==> config.mk <==
export PLATFORM = sky130hd
export DESIGN_NAME = calc_keypad_encoder
export DESIGN_NICKNAME = d
export VERILOG_FILES = /design/src/rtl/calc_keypad_encoder.sv
export SDC_FILE = /design/constraint.sdc
export NUM_CORES = 1
export LEC_CHECK = 0
export CORE_MARGIN = 1
export CORE_UTILIZATION = 45
export DETAILED_ROUTE_END_ITERATION = 10
export GPL_TIMING_DRIVEN = 1
export PLACE_DENSITY = 0.71
export SYNTH_ARGS = -nofsm -noshare
export SYNTH_HDL_FRONTEND = slang
export SYNTH_SLANG_ARGS = --single-unit
==> constraint.sdc <==
create_clock -name clock -period 2.1 [get_ports clock]
set_input_delay 0.42 -clock clock [delete_from_list [all_inputs] [get_ports clock]]
set_output_delay 0.42 -clock clock [all_outputs]
set_load 0.03 [all_outputs]
==> src/rtl/calc_keypad_encoder.sv <==
// calc_keypad_encoder
//   Scans a 4x4 active-low matrix keypad, debounces a press, emits one
//   command code per physical press for HOLD cycles, then waits for a
//   debounced release and a short idle gap before scanning again.
//
// Ports
//   clock     : system clock, everything updates on the rising edge
//   reset     : asynchronous active-high reset
//   cols_in   : keypad columns, active-low (external pull-ups)
//   rows_out  : row drive, active-low, exactly one bit low
//   cmd       : command code, 4'b1111 = idle
//   cmd_valid : high while cmd carries a non-idle code
//   busy      : high in every state except SCAN
module calc_keypad_encoder #(
  parameter int SCAN_DIV = 4,   // cycles per row, >= 3 (covers synchronizer latency)
  parameter int DEBOUNCE = 8,   // stable cycles to accept press / release
  parameter int HOLD     = 10,  // cycles a code is held on cmd
  parameter int GAP      = 2    // idle cycles after release
) (
  input  logic       clock,
  input  logic       reset,
  input  logic [3:0] cols_in,
  output logic [3:0] rows_out,
  output logic [3:0] cmd,
  output logic       cmd_valid,
  output logic       busy
);

  localparam int CMAX_A = (DEBOUNCE > HOLD) ? DEBOUNCE : HOLD;
  localparam int CMAX   = (CMAX_A > GAP) ? CMAX_A : GAP;
  localparam int CW     = $clog2(CMAX + 1);
  localparam int DW     = $clog2(SCAN_DIV);

  localparam logic [DW-1:0] DWELL_LAST = DW'(SCAN_DIV - 1);
  localparam logic [CW-1:0] DB_LAST    = CW'(DEBOUNCE - 1);
  localparam logic [CW-1:0] HOLD_LAST  = CW'(HOLD - 1);
  localparam logic [CW-1:0] GAP_LAST   = (GAP > 0) ? CW'(GAP - 1) : '0;

  typedef enum logic [2:0] {
    S_SCAN,
    S_DEBOUNCE,
    S_EMIT,
    S_RELEASE,
    S_GAP
  } state_t;

  state_t        state;
  logic [3:0]    sync1, cols_s;
  logic [1:0]    row;       // current (or latched) row index
  logic [1:0]    key_col;   // latched column of the detected key
  logic [3:0]    cols_ref;  // column pattern sampled when the key was latched
  logic [DW-1:0] dwell;
  logic [CW-1:0] cnt;

  // Active-low drive pattern for a row index.
  function automatic logic [3:0] row_drive(input logic [1:0] r);
    return ~(4'b0001 << r);
  endfunction

  // Lowest-index low column wins when several columns are low.
  function automatic logic [1:0] low_col(input logic [3:0] c);
    if (!c[0])      return 2'd0;
    else if (!c[1]) return 2'd1;
    else if (!c[2]) return 2'd2;
    else            return 2'd3;
  endfunction

  function automatic logic [3:0] key_code(input logic [1:0] r, input logic [1:0] c);
    case ({r, c})
      4'h0: return 4'b0001;
      4'h1: return 4'b0010;
      4'h2: return 4'b0011;
      4'h3: return 4'b1010;  // add
      4'h4: return 4'b0100;
      4'h5: return 4'b0101;
      4'h6: return 4'b0110;
      4'h7: return 4'b1011;  // sub
      4'h8: return 4'b0111;
      4'h9: return 4'b1000;
      4'hA: return 4'b1001;
      4'hB: return 4'b1100;  // mul
      4'hC: return 4'b1101;  // clear
      4'hD: return 4'b0000;
      4'hE: return 4'b1110;  // equals
      default: return 4'b1111;  // reserved
    endcase
  endfunction

  wire reserved = (row == 2'd3) && (key_col == 2'd3);

  // Two-flop synchronizer; idle (all high) out of reset.
  always_ff @(posedge clock or posedge reset) begin
    if (reset) begin
      sync1  <= 4'b1111;
      cols_s <= 4'b1111;
    end else begin
      sync1  <= cols_in;
      cols_s <= sync1;
    end
  end

  always_ff @(posedge clock or posedge reset) begin
    if (reset) begin
      state     <= S_SCAN;
      row       <= 2'd0;
      key_col   <= 2'd0;
      cols_ref  <= 4'b1111;
      dwell     <= '0;
      cnt       <= '0;
      rows_out  <= 4'b1110;
      cmd       <= 4'b1111;
      cmd_valid <= 1'b0;
      busy      <= 1'b0;
    end else begin
      case (state)
        S_SCAN: begin
          if (dwell == DWELL_LAST) begin
            dwell <= '0;
            if (cols_s != 4'b1111) begin
              // Keep this row driven; remember the pattern to debounce against.
              state    <= S_DEBOUNCE;
              key_col  <= low_col(cols_s);
              cols_ref <= cols_s;
              cnt      <= '0;
              busy     <= 1'b1;
            end else begin
              row      <= row + 2'd1;
              rows_out <= row_drive(row + 2'd1);
            end
          end else begin
            dwell <= dwell + 1'b1;
          end
        end

        S_DEBOUNCE: begin
          if (cols_s != cols_ref) begin
            // Bounce: abandon silently and carry on scanning past this row.
            state    <= S_SCAN;
            row      <= row + 2'd1;
            rows_out <= row_drive(row + 2'd1);
            dwell    <= '0;
            cnt      <= '0;
            busy     <= 1'b0;
          end else if (cnt == DB_LAST) begin
            cnt <= '0;
            if (reserved) begin
              state <= S_RELEASE;
            end else begin
              state     <= S_EMIT;
              cmd       <= key_code(row, key_col);
              cmd_valid <= 1'b1;
            end
          end else begin
            cnt <= cnt + 1'b1;
          end
        end

        S_EMIT: begin
          // cmd is frozen here; column activity is ignored.
          if (cnt == HOLD_LAST) begin
            cnt       <= '0;
            state     <= S_RELEASE;
            cmd       <= 4'b1111;
            cmd_valid <= 1'b0;
          end else begin
            cnt <= cnt + 1'b1;
          end
        end

        S_RELEASE: begin
          if (cols_s != 4'b1111) begin
            cnt <= '0;
          end else if (cnt == DB_LAST) begin
            cnt <= '0;
            if (GAP == 0) begin
              state    <= S_SCAN;
              row      <= 2'd0;
              rows_out <= 4'b1110;
              dwell    <= '0;
              busy     <= 1'b0;
            end else begin
              state <= S_GAP;
            end
          end else begin
            cnt <= cnt + 1'b1;
          end
        end

        S_GAP: begin
          if (cnt == GAP_LAST) begin
            cnt      <= '0;
            state    <= S_SCAN;
            row      <= 2'd0;
            rows_out <= 4'b1110;
            dwell    <= '0;
            busy     <= 1'b0;
          end else begin
            cnt <= cnt + 1'b1;
          end
        end

        default: begin
          state     <= S_SCAN;
          row       <= 2'd0;
          rows_out  <= 4'b1110;
          dwell     <= '0;
          cnt       <= '0;
          cmd       <= 4'b1111;
          cmd_valid <= 1'b0;
          busy      <= 1'b0;
        end
      endcase
    end
  end

endmodule
# Word-level counts from Yosys, hierarchy flattened
# Memory sizes are Yosys's and may differ from the RTL's.
# Cells that the tools add are included.
# classes
add_sub_neg	3
n_eq_ne	24
n_bitwise	3
n_reduce_logical	11
shift	1
mux	49
# op_table
op	count
two-way mux 4 bit	15
two-way mux 3 bit	8
!= test 2 bit, second input constant	11
case mux 4 bit (5 select lines)	1
two-way mux 2 bit	8
case mux 2 bit (4 select lines)	2
case mux 4 bit (4 select lines)	1
case mux 3 bit (5 select lines)	1
AND reduction 5 bit	3
case mux 4 bit (3 select lines)	1
two-way mux 1 bit	10
AND reduction 7 bit	1
== test 2 bit, second input constant	3
== test 3 x 2 -> 1 bit, second input constant	2
AND reduction 3 bit	2
adder 2 x 1 -> 2 bit, second input constant	2
adder 4 x 1 -> 4 bit, second input constant	1
== test 4 x 1 -> 1 bit, second input constant	1
== test 4 x 3 -> 1 bit, second input constant	1
== test 4 bit, second input constant	1
!= test 4 bit	1
!= test 4 bit, second input constant	1
inverter 4 bit	1
case mux 1 bit (4 select lines)	1
11 further kinds	12
# totals
memories	1
rom_bits	64
register_bits	35
# mem_list
name	depth	word_bits	rd	rd_clocked_by_memory_dff	wr	line_no	text
(no name shown)	16	4	1	0	0	69	case ({r, c})

# Depth between registers and ports, before layout
# Gate-level depths: netlist (run 1).
# logic_depth
depth_word	6
ltp_mapped	7
mapped_depth_nobuf	7

# Least setup slack after synthesis (run 1)
# No wires, ideal clock.
# synth_timing
kind	reg-to-reg
start	register cnt[1]
end	register cnt[3]
n_path_buf	0
setup_ns	0.132
t_arrival_ns	1.656
required_ns	1.968
path_slack_ns	0.312
stages_incl_launch_ff	8
path_cell_list	dfrtp_1 > inv_1 > ha_1 > or3b_4 > a32oi_2 > o311ai_4 > a41oi_2 > a31oi_1
# synth_between
elab_chain_len	4
elab_cells_between_ends	10
classes_between	add/sub: 1; eq/ne: 3; mux: 6
# synth_lines
element	line_no	text
start: declaration	53	logic [CW-1:0] cnt;
start signal: assignment	154	cnt <= cnt + 1'b1;
start signal: assignment	166	cnt <= cnt + 1'b1;
start signal: assignment	185	cnt <= cnt + 1'b1;
adder 4 x 1 -> 4 bit or == test 4 x 3 -> 1 bit (tied branches)	n/a	
two-way mux 4 bit	144, 173	
two-way mux 4 bit (on tied branches)	171, 136	
case mux 4 bit (5 select lines) (*)	115	case (state)
# Every way passes the cells marked *; elsewhere a longest branch is shown, timed or not.
# A chain may end at the register's enable or synchronous reset.

# Worst setup path after layout (run 1)
# layout_timing
start	register cnt[1]
end	register row[0]
# layout_between
elab_chain_len	3
# layout_lines
element	line_no	text
== test 4 x 1 -> 1 bit	190	if (cnt == GAP_LAST) begin
!= test 2 bit (no line)	n/a	
AND reduction 5 bit (no line)	n/a	
end signal: assignment	127	row <= row + 2'd1;
end signal: assignment	139	row <= row + 2'd1;
end: declaration	49	logic [1:0] row;
# Every way passes these cells.

==> flow_metrics.py, run 1 <==
metrics = {
    "sta": {
        "maxSlewHeadroom": 0.652,
        "fin_setup_tns_ps": 0,
        "hold_ws_ps": 357,
        "fmax_mhz": 516,
        "hold_viol_final": 0,
        "rsz0062_at_grt": "false",
        "drv_slew": 0,
        "fin_ws_ps": 162,
        "period_minus_slack_ps": 1940,
        "finalSetupViolCount": 0,
        "fin_crit_sh": 0.923,
        "finClkSkew_ps": 10.6,
        "tightestPinTransition_ps": 522,
    },
    "placed_design": {
        "dp_hpwl_mm": 2.56,
        "port_buffers": 15,
        "place.gp.congestion": 0.838,
        "postPlaceCellArea_um2": 2110,
        "dpl_worst_slack_ps": 177,
    },
    "synth": {
        "ys_seq_elements": 35,
        "ys_seq_area_frac": 0.475,
        "synthesis.nets": 189,
        "avgSynthCellArea_um2": 11.1,
        "syn-cell-area_um2": 1900,
        "netlist_instances": 171,
        "ys_types": 41,
        "yosys_warnings": 0,
    },
    "power": {
        "seqPwrFrac": 0.385,
        "clockPowerShare": 0.219,
        "switching_share": 0.372,
        "internal-power_mw": 1.81,
        "power.total_mw": 2.88,
        "p_leak_nw": 0.929,
        "p_per_area_nw_per_um2": 1300,
        "ir_drop_mv": 0.565,
        "p_switching_mw": 1.07,
        "combPwrFrac": 0.396,
    },
    "cells_and_area": {
        "syn_to_final_growth_pct": 17.3,
        "final_common_cell": "a21oi_1",
        "layout.nets": 209,
        "diodes": 0,
        "layout_common_cells": "a21oi_1, dfstp_2, dfrtp_1, nand2_1, clkdlybuf4s50_1",
        "drive_above_1_share": 0.224,
        "postLayoutCellArea_um2": 2220,
    },
    "global_route": {
        "grt-ovfl-total": 0,
        "grt_max_degree": 36,
        "grt_pass1_vias": 1325,
        "grt_pass1_wl_mm": 6.20,
        "antenna_found_initial": 0,
        "grt_usage": 0.189,
    },
    "setup_path": {
        "crit_required_ps": 2280,
        "critical_path_class": "reg -> reg",
        "cpMaxStageDelayCell": "dfrtp_1",
        "max_stage_delay_ps": 420,
        "end_kind": "flop",
        "worstPathMaxFanout": 6,
        "startpoint_type": "flop",
        "cp.arrival_ps": 2120,
        "path_cells": "inv_1, ha_1, or3b_4, nand3_1, o221ai_4, mux2_1",
    },
    "detailed_routing": {
        "vias": 1350,
        "firstDrtPassIters": 4,
        "avgRoutedWirePerCell_um": 14.4,
        "wirelength_mm": 3.49,
        "viasPerCell": 5.58,
        "drc_errors": 0,
        "first_iter_violations": 106,
        "ant_nets": 0,
    },
    "floorplan": {
        "row_count": 23,
        "io_pins": 16,
        "core_area_um2": 4030,
        "die_area_um2": 4480,
        "die_w_um": 66.9,
        "initial_utilization": 0.470,
        "fp.dieH_um": 66.9,
    },
    "clock_network": {
        "h-tree-depth": 2,
        "holdBufCountCts": 0,
        "cts_sinks": 35,
        "clk-insertion-delay-late_ps": 300,
        "cts_resized": 0,
        "cts_setup_buffers": 0,
        "cts_root_buffer": "clkbuf_8",
        "path_clk_slew_ps": 80,
        "cts_tree": "done",
        "clockBufferDepth": 2,
        "numCtsBuffers": 5,
    },
    "min_path": {
        "hold_class": "reg -> reg",
    },
    "run_status": {
        "status": "complete, no violations",
    },
    "job": {
        "maxCapViolCount": 0,
    },
}
-- synthesized netlist by cell type --
| library cell | instances | area (µm²) |
|---|---|---|
| a21oi_1 | 20 | 100 |
| dfstp_2 | 19 | 499 |
| dfrtp_1 | 16 | 400 |
| nand2_1 | 15 | 56.3 |
| ha_1 | 12 | 150 |
| inv_1 | 9 | 33.8 |
| mux2_1 | 9 | 101 |
| nor2_1 | 7 | 26.3 |
| o21ai_1 | 6 | 30.0 |
| o21ai_0 | 5 | 25.0 |
| nand2b_1 | 4 | 25.0 |
| nor3_1 | 4 | 20.0 |
| xnor2_2 | 4 | 65.1 |
| nand3_1 | 3 | 15.0 |
| o22ai_1 | 3 | 18.8 |
| a31oi_1 | 2 | 12.5 |
| and4_1 | 2 | 17.5 |
| buf_2 | 2 | 10.0 |
| clkbuf_1 | 2 | 7.51 |
| mux2i_1 | 2 | 20.0 |
| nand3b_1 | 2 | 15.0 |
| nand4_1 | 2 | 12.5 |
| nor3b_1 | 2 | 15.0 |
| o211ai_1 | 2 | 15.0 |
| a21o_1 | 1 | 7.51 |
| a22o_1 | 1 | 8.76 |
| a2bb2oi_1 | 1 | 8.76 |
| a32oi_2 | 1 | 16.3 |
| a41oi_2 | 1 | 16.3 |
| and3_1 | 1 | 6.26 |
| buf_4 | 1 | 7.51 |
| nand3_2 | 1 | 10.0 |
| nand4_4 | 1 | 21.3 |
| nor2_2 | 1 | 6.26 |
| nor2b_1 | 1 | 6.26 |
| nor3_2 | 1 | 10.0 |
| o221ai_4 | 1 | 26.3 |
| o2bb2ai_1 | 1 | 8.76 |
| o311ai_4 | 1 | 26.3 |
| or3_1 | 1 | 6.26 |
| or3b_4 | 1 | 11.3 |
-- cells by family (layout without fill, tap and decap cells) --
logic type / count (synthesis) / in the layout / synth area share
AOI/OAI and AO/OA: 46 / 46 / 0.169
muxes: 11 / 11 / 0.0640
xor gates and xnor gates: 4 / 4 / 0.0343
and+or+nand+nor: 49 / 49 / 0.148
DFF: 35 / 35 / 0.475
buffers and inverters: 14 / 35 / 0.0310
adders and majority gates: 12 / 12 / 0.0792
-- power groups by stage --
stage | Sequential, mW | Clock [mW] | Combinational, mW
2_1_floorplan | 1.14 | 0 | 0.823
3_3_place_gp | 1.10 | 0 | 1.09
3_5_place_dp | 1.12 | 0 | 1.15
4_1_cts | 1.11 | 0.642 | 1.16
5_1_grt | 1.14 | 0.673 | 1.28
6_report | 1.11 | 0.630 | 1.14
-- metal layers --
metal | part of all wire | GRT usage
met2 | 0.50 | 0.290
met4 | 0.018 | 0.0771
met5 | 0 | 0
met3 | 0.034 | 0.0634
met1 | 0.44 | 0.241
-- cell type report --
type	count	area [µm²]
clock buffers	6	82.6
clock inverters	2	35.0
fillers	336	1810
inverters	9	33.8
multi-input cells	122	937
flip-flops and latches	35	900
well taps	50	62.6
repair buffers	18	173
-- flip-flops by register name, indices dropped and copies added, names as in the netlist --
signal,cells
cmd,4
cnt,4
cols_ref,4
cols_s,4
rows_out,4
sync1,4
state,3
dwell,2
key_col,2
row,2
busy,1
cmd_valid,1
-- critical path: cells and delay by family, from the launching register on --
family	cells	cell delay [ps]
and+or+nand+nor	2	600
muxes	1	360
DFF	1	420
AOI/OAI and AO/OA	1	200
buffers and inverters	1	90
adders and majority gates	1	160
-- stage by stage --
step	util	std cells
after detailed placement	0.523	234
final	0.552	242
after global routing	0.552	242
after global placement	0.523	234
after CTS	0.552	242
after floorplan	-	171
-- worst paths after layout --
kind	end	from	slack, ps	cells past startpoint
setup reg to reg	row[0]	cnt[1]	160	6
hold reg to reg	cols_s[3]	sync1[3]	360	0
hold / removal	cols_s[3]	sync1[3]	360	0
max in group asynchronous	cols_s[3]	reset	1240	3
min in group asynchronous	row[0]	reset	520	3
setup / recovery	row[0]	cnt[1]	160	6
Power figures use the tool's default switching activity.
==> inputs of run 2 (changes only) <==
--- a/config.mk
+++ b/config.mk
@@ -8,7 +8,9 @@
 export CORE_MARGIN = 1
 export CORE_UTILIZATION = 45
 export DETAILED_ROUTE_END_ITERATION = 10
+export GPL_ROUTABILITY_DRIVEN = 0
 export GPL_TIMING_DRIVEN = 1
+export HOLD_SLACK_MARGIN = 0.03
 export PLACE_DENSITY = 0.71
 export SYNTH_ARGS = -nofsm -noshare
 export SYNTH_HDL_FRONTEND = slang
==> results of run 2 <==
Same layout as run 1: the final DEF is identical, and so are final timing and power.
